**config.mk**
```make
export PLATFORM = sky130hd
export DESIGN_NAME = uart_rx_controller_flat
export DESIGN_NICKNAME = d
export VERILOG_FILES = /design/src/rtl/uart_rx_pkg.sv /design/src/rtl/uart_rx_controller_if.sv /design/src/rtl/uart_rx_bit_timer.sv /design/src/rtl/uart_rx_controller.sv /design/src/flat_wrapper.sv
export SDC_FILE = /design/constraint.sdc
export NUM_CORES = 1
export LEC_CHECK = 0
export CORE_MARGIN = 2
export CORE_UTILIZATION = 48
export DETAILED_ROUTE_END_ITERATION = 12
export GPL_ROUTABILITY_DRIVEN = 0
export HOLD_SLACK_MARGIN = 0.08
export PLACE_DENSITY = 0.81
export SYNTH_ARGS = -nofsm -noshare
export SYNTH_HDL_FRONTEND = slang
export SYNTH_HIERARCHICAL = 1
export SYNTH_SLANG_ARGS = --single-unit
```
**constraint.sdc**
```tcl
create_clock -name clk -period 2 [get_ports clk]
set_clock_uncertainty 0.2 [all_clocks]
set_input_delay 0.4 -clock clk [delete_from_list [all_inputs] [get_ports clk]]
set_output_delay 0.4 -clock clk [all_outputs]
set_load 0.01 [all_outputs]
```
**src/rtl/uart_rx_pkg.sv**
```systemverilog
// Shared definitions for the UART receive controller: state encoding,
// default frame geometry and the even-parity helper used when the
// UART_RX_PARITY_EN build option is enabled.
package uart_rx_pkg;

   localparam int DEF_OVERSAMPLE = 16;
   localparam int DEF_DATA_BITS  = 8;

   typedef enum logic [2:0] {
      IDLE      = 3'd0,
      START     = 3'd1,
      DATA      = 3'd2,
      PARITY    = 3'd3,
      STOP      = 3'd4,
      WAIT_HIGH = 3'd5
   } rx_state_t;

   // Even parity over up to 9 data bits; narrower frames are zero-extended.
   function automatic logic even_parity(input logic [8:0] i_data);
      return ^i_data;
   endfunction

endpackage

```
**src/rtl/uart_rx_controller_if.sv**
```systemverilog
// Bundles the receiver line, strobe, byte handshake and status pulses.
// master = receiver side, slave = line driver / byte consumer side.
interface uart_rx_controller_if #(
   parameter int DATA_BITS = uart_rx_pkg::DEF_DATA_BITS
);
   logic                 sample_en;
   logic                 serial_in;
   logic                 rx_ack;
   logic [DATA_BITS-1:0] rx_data;
   logic                 rx_valid;
   logic                 busy;
   logic                 frame_error;
   logic                 overrun;
   logic                 parity_error;

   modport master (
      input  sample_en, serial_in, rx_ack,
      output rx_data, rx_valid, busy, frame_error, overrun, parity_error
   );

   modport slave (
      output sample_en, serial_in, rx_ack,
      input  rx_data, rx_valid, busy, frame_error, overrun, parity_error
   );
endinterface

```
**src/rtl/uart_rx_bit_timer.sv**
```systemverilog
// Oversample tick counter. Advances only on the enable strobe, clears on
// request and flags the mid-bit and end-of-bit tick positions.
module uart_rx_bit_timer #(
   parameter int OVERSAMPLE = uart_rx_pkg::DEF_OVERSAMPLE
) (
   input  logic clk,
   input  logic reset,
   input  logic i_en,
   input  logic i_clear,
   output logic o_mid_tick,
   output logic o_end_tick
);
   localparam int TW = $clog2(OVERSAMPLE);

   logic [TW-1:0] r_tick;

   // Tick counter; wraps naturally because OVERSAMPLE is a power of two.
   always_ff @(posedge clk or negedge reset) begin
      if (!reset) begin
         r_tick <= '0;
      end else if (i_en) begin
         r_tick <= i_clear ? '0 : r_tick + TW'(1);
      end
   end

   assign o_mid_tick = (r_tick == TW'(OVERSAMPLE/2 - 1));
   assign o_end_tick = (r_tick == TW'(OVERSAMPLE - 1));

endmodule

```
**src/rtl/uart_rx_controller.sv**
```systemverilog
// UART receive sequencer: start-bit detection, mid-bit sampling of an
// LSB-first frame, stop-bit check and a valid/ack holding register.
// Build option UART_RX_PARITY_EN inserts an even-parity bit before stop.
module uart_rx_controller
   import uart_rx_pkg::*;
#(
   parameter int OVERSAMPLE = DEF_OVERSAMPLE,
   parameter int DATA_BITS  = DEF_DATA_BITS
) (
   input  logic                 clk,
   input  logic                 reset,
   uart_rx_controller_if.master bus
);
   localparam int             BW       = $clog2(DATA_BITS + 1);
   localparam logic [BW-1:0]  LAST_BIT = BW'(DATA_BITS - 1);

   rx_state_t            r_state, w_state_next;
   logic                 r_sync1, r_line_s, r_line_q;
   logic [BW-1:0]        r_bit_cnt;
   logic [DATA_BITS-1:0] r_shift, r_rx_data;
   logic                 r_rx_valid, r_frame_error, r_overrun;
   logic                 w_mid_tick, w_end_tick, w_tick_clear;
   logic                 w_shift_en, w_bit_clear, w_bit_inc;
   logic                 w_good_frame, w_frame_err;
`ifdef UART_RX_PARITY_EN
   logic                 r_par_bit, r_parity_error;
   logic                 w_par_sample, w_parity_err, w_par_calc;
   logic [8:0]           w_par_in;
`endif

   uart_rx_bit_timer #(.OVERSAMPLE(OVERSAMPLE)) u_bit_timer (
      .clk        (clk),
      .reset      (reset),
      .i_en       (bus.sample_en),
      .i_clear    (w_tick_clear),
      .o_mid_tick (w_mid_tick),
      .o_end_tick (w_end_tick)
   );

   // Two-flop synchroniser plus a strobe-rate copy for edge detection.
   always_ff @(posedge clk or negedge reset) begin
      if (!reset) begin
         r_sync1  <= 1'b1;
         r_line_s <= 1'b1;
         r_line_q <= 1'b1;
      end else begin
         r_sync1  <= bus.serial_in;
         r_line_s <= r_sync1;
         if (bus.sample_en) r_line_q <= r_line_s;
      end
   end

`ifdef UART_RX_PARITY_EN
   // Expected parity of the assembled data word.
   always_comb begin
      w_par_in                = '0;
      w_par_in[DATA_BITS-1:0] = r_shift;
      w_par_calc              = even_parity(w_par_in);
   end
`endif

   // Next-state and per-strobe actions; nothing happens between strobes.
   always_comb begin
      w_state_next = r_state;
      w_tick_clear = 1'b0;
      w_shift_en   = 1'b0;
      w_bit_clear  = 1'b0;
      w_bit_inc    = 1'b0;
      w_good_frame = 1'b0;
      w_frame_err  = 1'b0;
`ifdef UART_RX_PARITY_EN
      w_par_sample = 1'b0;
      w_parity_err = 1'b0;
`endif
      if (bus.sample_en) begin
         case (r_state)
            IDLE: begin
               w_tick_clear = 1'b1;
               if (r_line_q && !r_line_s) w_state_next = START;
            end
            START: begin
               if (w_mid_tick) begin
                  w_tick_clear = 1'b1;
                  w_state_next = r_line_s ? IDLE : DATA;
               end
            end
            DATA: begin
               if (w_end_tick) begin
                  w_shift_en = 1'b1;
                  if (r_bit_cnt == LAST_BIT) begin
                     w_bit_clear = 1'b1;
`ifdef UART_RX_PARITY_EN
                     w_state_next = PARITY;
`else
                     w_state_next = STOP;
`endif
                  end else begin
                     w_bit_inc = 1'b1;
                  end
               end
            end
`ifdef UART_RX_PARITY_EN
            PARITY: begin
               if (w_end_tick) begin
                  w_par_sample = 1'b1;
                  w_state_next = STOP;
               end
            end
`endif
            STOP: begin
               if (w_end_tick) begin
                  w_state_next = IDLE;
                  // A low stop bit wins over any parity complaint.
                  if (!r_line_s) begin
                     w_frame_err  = 1'b1;
                     w_state_next = WAIT_HIGH;
                  end
`ifdef UART_RX_PARITY_EN
                  else if (r_par_bit != w_par_calc) w_parity_err = 1'b1;
`endif
                  else w_good_frame = 1'b1;
               end
            end
            WAIT_HIGH: begin
               w_tick_clear = 1'b1;
               if (r_line_s) w_state_next = IDLE;
            end
            default: w_state_next = IDLE;
         endcase
      end
   end

   // FSM state, bit counter and LSB-first shift register.
   always_ff @(posedge clk or negedge reset) begin
      if (!reset) begin
         r_state   <= IDLE;
         r_bit_cnt <= '0;
         r_shift   <= '0;
`ifdef UART_RX_PARITY_EN
         r_par_bit <= 1'b0;
`endif
      end else if (bus.sample_en) begin
         r_state <= w_state_next;
         if (w_bit_clear)    r_bit_cnt <= '0;
         else if (w_bit_inc) r_bit_cnt <= r_bit_cnt + BW'(1);
         if (w_shift_en)     r_shift <= {r_line_s, r_shift[DATA_BITS-1:1]};
`ifdef UART_RX_PARITY_EN
         if (w_par_sample)   r_par_bit <= r_line_s;
`endif
      end
   end

   // Holding register, handshake and one-clock status pulses.
   always_ff @(posedge clk or negedge reset) begin
      if (!reset) begin
         r_rx_data     <= '0;
         r_rx_valid    <= 1'b0;
         r_frame_error <= 1'b0;
         r_overrun     <= 1'b0;
`ifdef UART_RX_PARITY_EN
         r_parity_error <= 1'b0;
`endif
      end else begin
         r_frame_error <= w_frame_err;
         r_overrun     <= 1'b0;
`ifdef UART_RX_PARITY_EN
         r_parity_error <= w_parity_err;
`endif
         if (w_good_frame && (!r_rx_valid || bus.rx_ack)) begin
            r_rx_data  <= r_shift;
            r_rx_valid <= 1'b1;
         end else begin
            if (w_good_frame) r_overrun  <= 1'b1;
            if (bus.rx_ack)   r_rx_valid <= 1'b0;
         end
      end
   end

   assign bus.rx_data     = r_rx_data;
   assign bus.rx_valid    = r_rx_valid;
   assign bus.busy        = (r_state != IDLE);
   assign bus.frame_error = r_frame_error;
   assign bus.overrun     = r_overrun;
`ifdef UART_RX_PARITY_EN
   assign bus.parity_error = r_parity_error;
`else
   assign bus.parity_error = 1'b0;
`endif

endmodule

```
**src/flat_wrapper.sv**
```systemverilog
// flat-port wrapper written by rule: the top's interface ports become plain ports
module uart_rx_controller_flat import uart_rx_pkg::*;
#(
   parameter int OVERSAMPLE = DEF_OVERSAMPLE,
   parameter int DATA_BITS  = DEF_DATA_BITS
)
  (clk, reset, bus_sample_en, bus_serial_in, bus_rx_ack, bus_rx_data, bus_rx_valid, bus_busy, bus_frame_error, bus_overrun, bus_parity_error);
  uart_rx_controller_if #(.DATA_BITS(DATA_BITS)) bus_i ();
  input  logic clk;
  input  logic reset;
  input wire logic [$bits(bus_i.sample_en)-1:0] bus_sample_en;
  input wire logic [$bits(bus_i.serial_in)-1:0] bus_serial_in;
  input wire logic [$bits(bus_i.rx_ack)-1:0] bus_rx_ack;
  output wire logic [$bits(bus_i.rx_data)-1:0] bus_rx_data;
  output wire logic [$bits(bus_i.rx_valid)-1:0] bus_rx_valid;
  output wire logic [$bits(bus_i.busy)-1:0] bus_busy;
  output wire logic [$bits(bus_i.frame_error)-1:0] bus_frame_error;
  output wire logic [$bits(bus_i.overrun)-1:0] bus_overrun;
  output wire logic [$bits(bus_i.parity_error)-1:0] bus_parity_error;
  assign bus_i.sample_en = bus_sample_en;
  assign bus_i.serial_in = bus_serial_in;
  assign bus_i.rx_ack = bus_rx_ack;
  assign bus_rx_data = bus_i.rx_data;
  assign bus_rx_valid = bus_i.rx_valid;
  assign bus_busy = bus_i.busy;
  assign bus_frame_error = bus_i.frame_error;
  assign bus_overrun = bus_i.overrun;
  assign bus_parity_error = bus_i.parity_error;
  uart_rx_controller #(.OVERSAMPLE(OVERSAMPLE), .DATA_BITS(DATA_BITS)) u_core (.clk(clk), .reset(reset), .bus(bus_i));
endmodule
```
; ---- Word-level counts from Yosys, hierarchy flattened
; Index checks and enable logic that the tools add are counted.
; Widths: inputs -> output; s select.
[word_totals]
register_bits = 33
latchBits = 0
ram_bits = 0
romBits = 0
input_bits = 5
out_inout_bits = 13
wordCells = 77
mem_count = 0
[classes]
n_addsub = 2
n_mul = 0
div = 0
magnitude_cmp = 0
eq_ne = 13
shifts = 0
muxes = 38
bitwise_logic = 0
reduce_logical = 13
[ops]
columns = operator, count
row1 = $mux 1, 25
row2 = $mux 3, 7
row3 = $pmux 3 s5, 1
row4 = $mux 4, 3
row5 = $add 4x1->4 const B, 2
row6 = $eq 4x3->1 const B, 2
row7 = $reduce_and 7->1, 1
row8 = $eq 3x3->1 const B, 2
row9 = $ne 2x1->1 const B, 3
row10 = $ne 2x2->1 const B, 3
row11 = $eq 4x4->1 const B, 1
row12 = $reduce_and 2->1, 2
row13 = $reduce_bool 2->1, 2
row14 = $eq 3x1->1 const B, 1
row15 = $eq 3x2->1 const B, 1
row16 = $logic_not 3->1, 1
row17 = $reduce_bool 3->1, 1
row18 = $logic_and 1x1->1, 2
row19 = $logic_not 1->1, 2
row20 = $mux 2, 1
row21 = $pmux 1 s2, 1
row22 = $reduce_or 2->1, 1
row23 = $logic_or 1x1->1, 1

; ---- Depth between registers and ports, before layout
[logic_depth]
depth_word = 7
depth_mapped = 7
mapped_depth_nobuf = 7

; ---- By module
; The synthesis kept the hierarchy.
[modules_own_cells]
columns = module, n_inst, cells_each, area_per_inst_um2, seq_area_each_um2
row1 = uart_rx_controller, 1, 96, 1263.7, 729.4
row2 = uart_rx_bit_timer, 1, 22, 211.5, 100.1

; ---- Worst setup path after synthesis
; OpenSTA, ideal clock, no wires.
[synth_path]
kind = reg-to-reg
start = register u_core.u_bit_timer.r_tick[0]
end = register u_core.r_rx_data[0] (netlist: u_core/bus.rx_data[0])
setup_time_ns = 0.125
arrival_time_ns = 1.740
required_time_ns = 1.675
setup_slack_ns = -0.065
path_stages_with_launch = 7
path_buffers = 0
period_less_slack_ns = 2.065
cell_sequence = dfrtp_1 ha_1 nand2_1 nor2_1 nand4bb_2 nor3b_4 mux2_2
[synth_via]
elab_chain_cells = 5
[synth_lines]
columns = item, line_no
row1 = from (decl), uart_rx_bit_timer.sv:15  ; logic [TW-1:0] r_tick;
row2 = from (signal assigned), uart_rx_bit_timer.sv:22  ; r_tick <= i_clear ? '0 : r_tick + TW'(1);
row3 = $eq 4x4->1, uart_rx_bit_timer.sv:27  ; assign o_end_tick = (r_tick == TW'(OVERSAMPLE - 1));
row4 = net u_core.w_end_tick, uart_rx_controller.sv:22  ; logic w_mid_tick, w_end_tick, w_tick_clear;
row5 = $mux 1, uart_rx_controller.sv:111  ; if (w_end_tick) begin
row6 = $mux 1, uart_rx_controller.sv:76  ; case (r_state)
row7 = $mux 1, uart_rx_controller.sv:75  ; if (bus.sample_en) begin
row8 = $logic_and 1x1->1, uart_rx_controller.sv:169  ; if (w_good_frame && (!r_rx_valid || bus.rx_ack)) begin
row9 = to (signal assigned), uart_rx_controller.sv:170  ; r_rx_data <= r_shift;
row10 = to (decl), uart_rx_controller.sv:20  ; logic [DATA_BITS-1:0] r_shift, r_rx_data;
; The timed path passes the listed nets, and every way through them passes these cells.
; A chain may end at the register's enable or synchronous reset.

; ---- Final worst setup path
; Same ends and word-level chain as after synthesis.

==> impl_metrics.toml <==
[clock_tree]
root_buffer = "clkbuf_4"
clk_path_buf_depth = 2
cts.sinks = 33
holdBufCountCts = 0
cts_tree = "done"
numCtsBuffers = 5
clk_latency_ns = 0.33
path_clk_slew_ns = 0.09
cts_max_level = 2

[setup_path]
worstSetupPathType = "reg2reg"
reg2reg_depth = 7
worstPathArrival_ns = 2.02
crit_family = "simple AND/OR/NAND/NOR gates"
r2r-start = "u_core/u_bit_timer/r_tick[0]"
slowest_stage = "dfrtp_1"
r2r-end = "u_core/bus.rx_data[0]"
worst-endpoint-required_ns = 2.01
path_buf_inv = 1
start_kind = "register"
r2r_slack_ns = -0.01
end_kind = "register"
crit_fanout = 8
critPathMaxStageDelay_ns = 0.44
crit_chain = "ha_4 > nand2_4 > nor2_4 > nand4bb_4 > nor3b_4 > buf_12 > mux2_2"

[hold_path]
hold_path_depth = 0
holdPathEnd = "u_core/r_line_s"
hold_class = "reg2reg"
hp-start = "u_core/r_sync1"

[run]
cap_violations = 0

[die]
die_w_um = 59.44
start_util_pct = 49.54
coreArea_um2 = 2978
die_y_um = 59.44
rows = 20
boundaryPins = 18
die_area_um2 = 3533

[routing]
drtIter0Drc = 47
wl_met2_mm = 1.590
drt_pass1_iterations = 4
wl_mm = 3.057
viasPerCell = 5.577
wl_met1_mm = 1.254
dr.max_layer_used = "met4"
wire_per_inst_um = 15.76
vias = 1082
drtAntennaViolNets = 0
drc_errors = 0
wl_met3_um = 125

[synthesis]
synth_compound_area_share_pct = 7.125
ys_warn_count = 6
synth-xor-area-share_pct = 1.187
synthAdderAreaFrac_pct = 1.696
synthDistinctLibCells = 39
ys_seq_elements = 33
synth_simple_gate_area_share_pct = 14.50
synth_top_family_by_area = "multiplexers"
muxShareOfSynthArea_pct = 15.86
ys_seq_area_share_pct = 56.23
synth.avg_cell_area_um2 = 12.50
netlist_instances = 118
synth_area_um2 = 1475
syn_nets = 125

[cells_and_area]
synthToLayoutAreaGrowth_pct = 31.47
stdcell_count = 194
layout_commonest_cell = "dfrtp_1"
final.fill_count = 246
drive_above_1_share_pct = 37.89
final_area_um2 = 1939
mostFrequentLayoutCells = "30 x dfrtp_1, 22 x buf_4, 18 x mux2_2, 15 x clkdlybuf4s50_1, 7 x inv_1"
final_nets = 167
diodes = 0

[timing]
setup_viol = 4
layout_min_cycle_time_ns = 2.012
tns_ns = -0.02115
drv_slew = 0
post-route-period-util_pct = 100.6
fmax_ghz = 0.4971
rsz0062_at_grt = "true"
setup_ws_ns = -0.01153
hold_viol_final = 0

[placement]
port-buffer-count = 16
pre_cts_slack_ns = -0.2532
dp.cells = 179
place_area_um2 = 1793
hpwl_mm = 1.981

[global_routing]
grt_first_pass_wirelength_mm = 5.195
first_global_vias = 1170
antenna_found_initial = 0
overflow = 0
track_usage_pct = 20.29
grt_max_degree = 34

[power_and_ir_drop]
power_density_nw_per_um2 = 1054
p_leak_nw = 0.8888
p_total_mw = 2.044
ir_worst_vdd_mv = 0.5214

[outcome]
violations = "negative setup slack"
status = "complete, but fails checks"
## stage by stage
stage	hold slack, ns	util (%)
3_5_place_dp	0.1529	60.21
2_1_floorplan	-0.09559	-
4_1_cts	0.1665	63.28
6_report	0.1637	65.13
5_1_grt	0.1732	65.13
3_3_place_gp	0.1463	60.21
## per-layer routing
| metal | track usage [%] | up-vias |
|---|---|---|
| li1 | - | 504 |
| met1 | 23.45 | 537 |
| met2 | 33.44 | 30 |
| met3 | 7.424 | 11 |
| met4 | 9.091 | 0 |
| met5 | 0 | - |
## state kept, by name, summed over array words and instances (netlist names)
register,cells
u_core/r_line_q,1
u_core/u_bit_timer/r_tick,4
u_core/r_line_s,1
u_core/r_shift,8
u_core/r_bit_cnt,4
u_core/r_state,3
u_core/bus.rx_valid,1
u_core/bus.frame_error,1
u_core/bus.rx_data,8
u_core/bus.overrun,1
u_core/r_sync1,1
## cell usage after synthesis
cell type / number / area share, %
a21oi_1: 1 / 0.34
o31ai_1: 1 / 0.51
nand3b_1: 3 / 1.5
ha_1: 2 / 1.7
a2111oi_0: 2 / 1.2
nor2b_1: 1 / 0.42
nor3b_1: 2 / 1.0
nor2_1: 6 / 1.5
buf_2: 1 / 0.34
nand2_2: 1 / 0.42
nor3b_4: 1 / 1.3
a21bo_2: 1 / 0.68
nand2b_1: 2 / 0.85
a221o_1: 1 / 0.68
and3_1: 1 / 0.42
nor4_1: 1 / 0.42
nand4_1: 1 / 0.42
o21ai_0: 2 / 0.68
and4bb_2: 1 / 0.85
nor3_1: 2 / 0.68
a211oi_1: 1 / 0.51
nand4bb_2: 1 / 1.1
inv_1: 7 / 1.8
dfrtp_1: 30 / 51
or3_1: 1 / 0.42
o22ai_1: 2 / 0.85
o2bb2ai_1: 1 / 0.59
buf_4: 1 / 0.51
or2_2: 2 / 0.85
o311ai_0: 1 / 0.59
mux2_2: 19 / 15
nand3_1: 3 / 1.0
mux2i_1: 2 / 1.4
conb_1: 1 / 0.25
nand2_1: 5 / 1.3
xnor2_1: 2 / 1.2
o21a_1: 1 / 0.51
dfstp_2: 3 / 5.3
clkbuf_1: 2 / 0.51
## worst reg2reg max path, stage by stage, from the launching register on
cell	delay, ns
dfrtp_1	0.44
ha_4	0.19
nand2_4	0.06
nor2_4	0.13
nand4bb_4	0.16
nor3b_4	0.24
buf_12	0.15
mux2_2	0.33
## final cells by class
type                       instances  area (um2)  area share (%)
clock buffer                       8       48.80           2.516
timing repair buffer              39       345.3           17.81
sequential                        33       829.5           42.77
tap                               33       41.29           2.129
multi-input combinational         74       648.1           33.42
inverter                           7       26.28           1.355
## power breakdown
part	internal (mW)	switching (mW)	total, mW
combinational	0.409	0.332	0.742
clock	0.140	0.212	0.352
sequential	0.818	0.133	0.951
total	1.37	0.677	2.04
## cell families after synthesis
family	after synthesis
compound gates	14
xor+xnor	2
fa+ha+maj	2
buf+inv	11
flops	33
mux	21
other cells	1
simple gates	34
## how the worst max path moves through the flow
stage	start	endpoint	slack, ns	cells after the start
CTS	u_core/u_bit_timer/r_tick[1]	u_core/bus.rx_data[0]	0.001	7
finish	u_core/u_bit_timer/r_tick[0]	u_core/bus.rx_data[0]	-0.01	7
global placement	bus_sample_en	u_core/r_shift[0]	-0.20	5
floorplan	u_core/u_bit_timer/r_tick[0]	u_core/bus.rx_data[0]	0.02	6
global route	u_core/u_bit_timer/r_tick[0]	u_core/bus.rx_data[1]	-0.07	7
detailed placement	bus_sample_en	u_core/r_shift[7]	-0.25	5
## what timing repair did
action	in CTS	in global routing
gates cloned	0	0
resized for setup	5	5
setup endpoints to repair	9	20
buffers inserted	3	4
pin swaps	3	3
No activity file was read; power rests on OpenSTA's default activity.
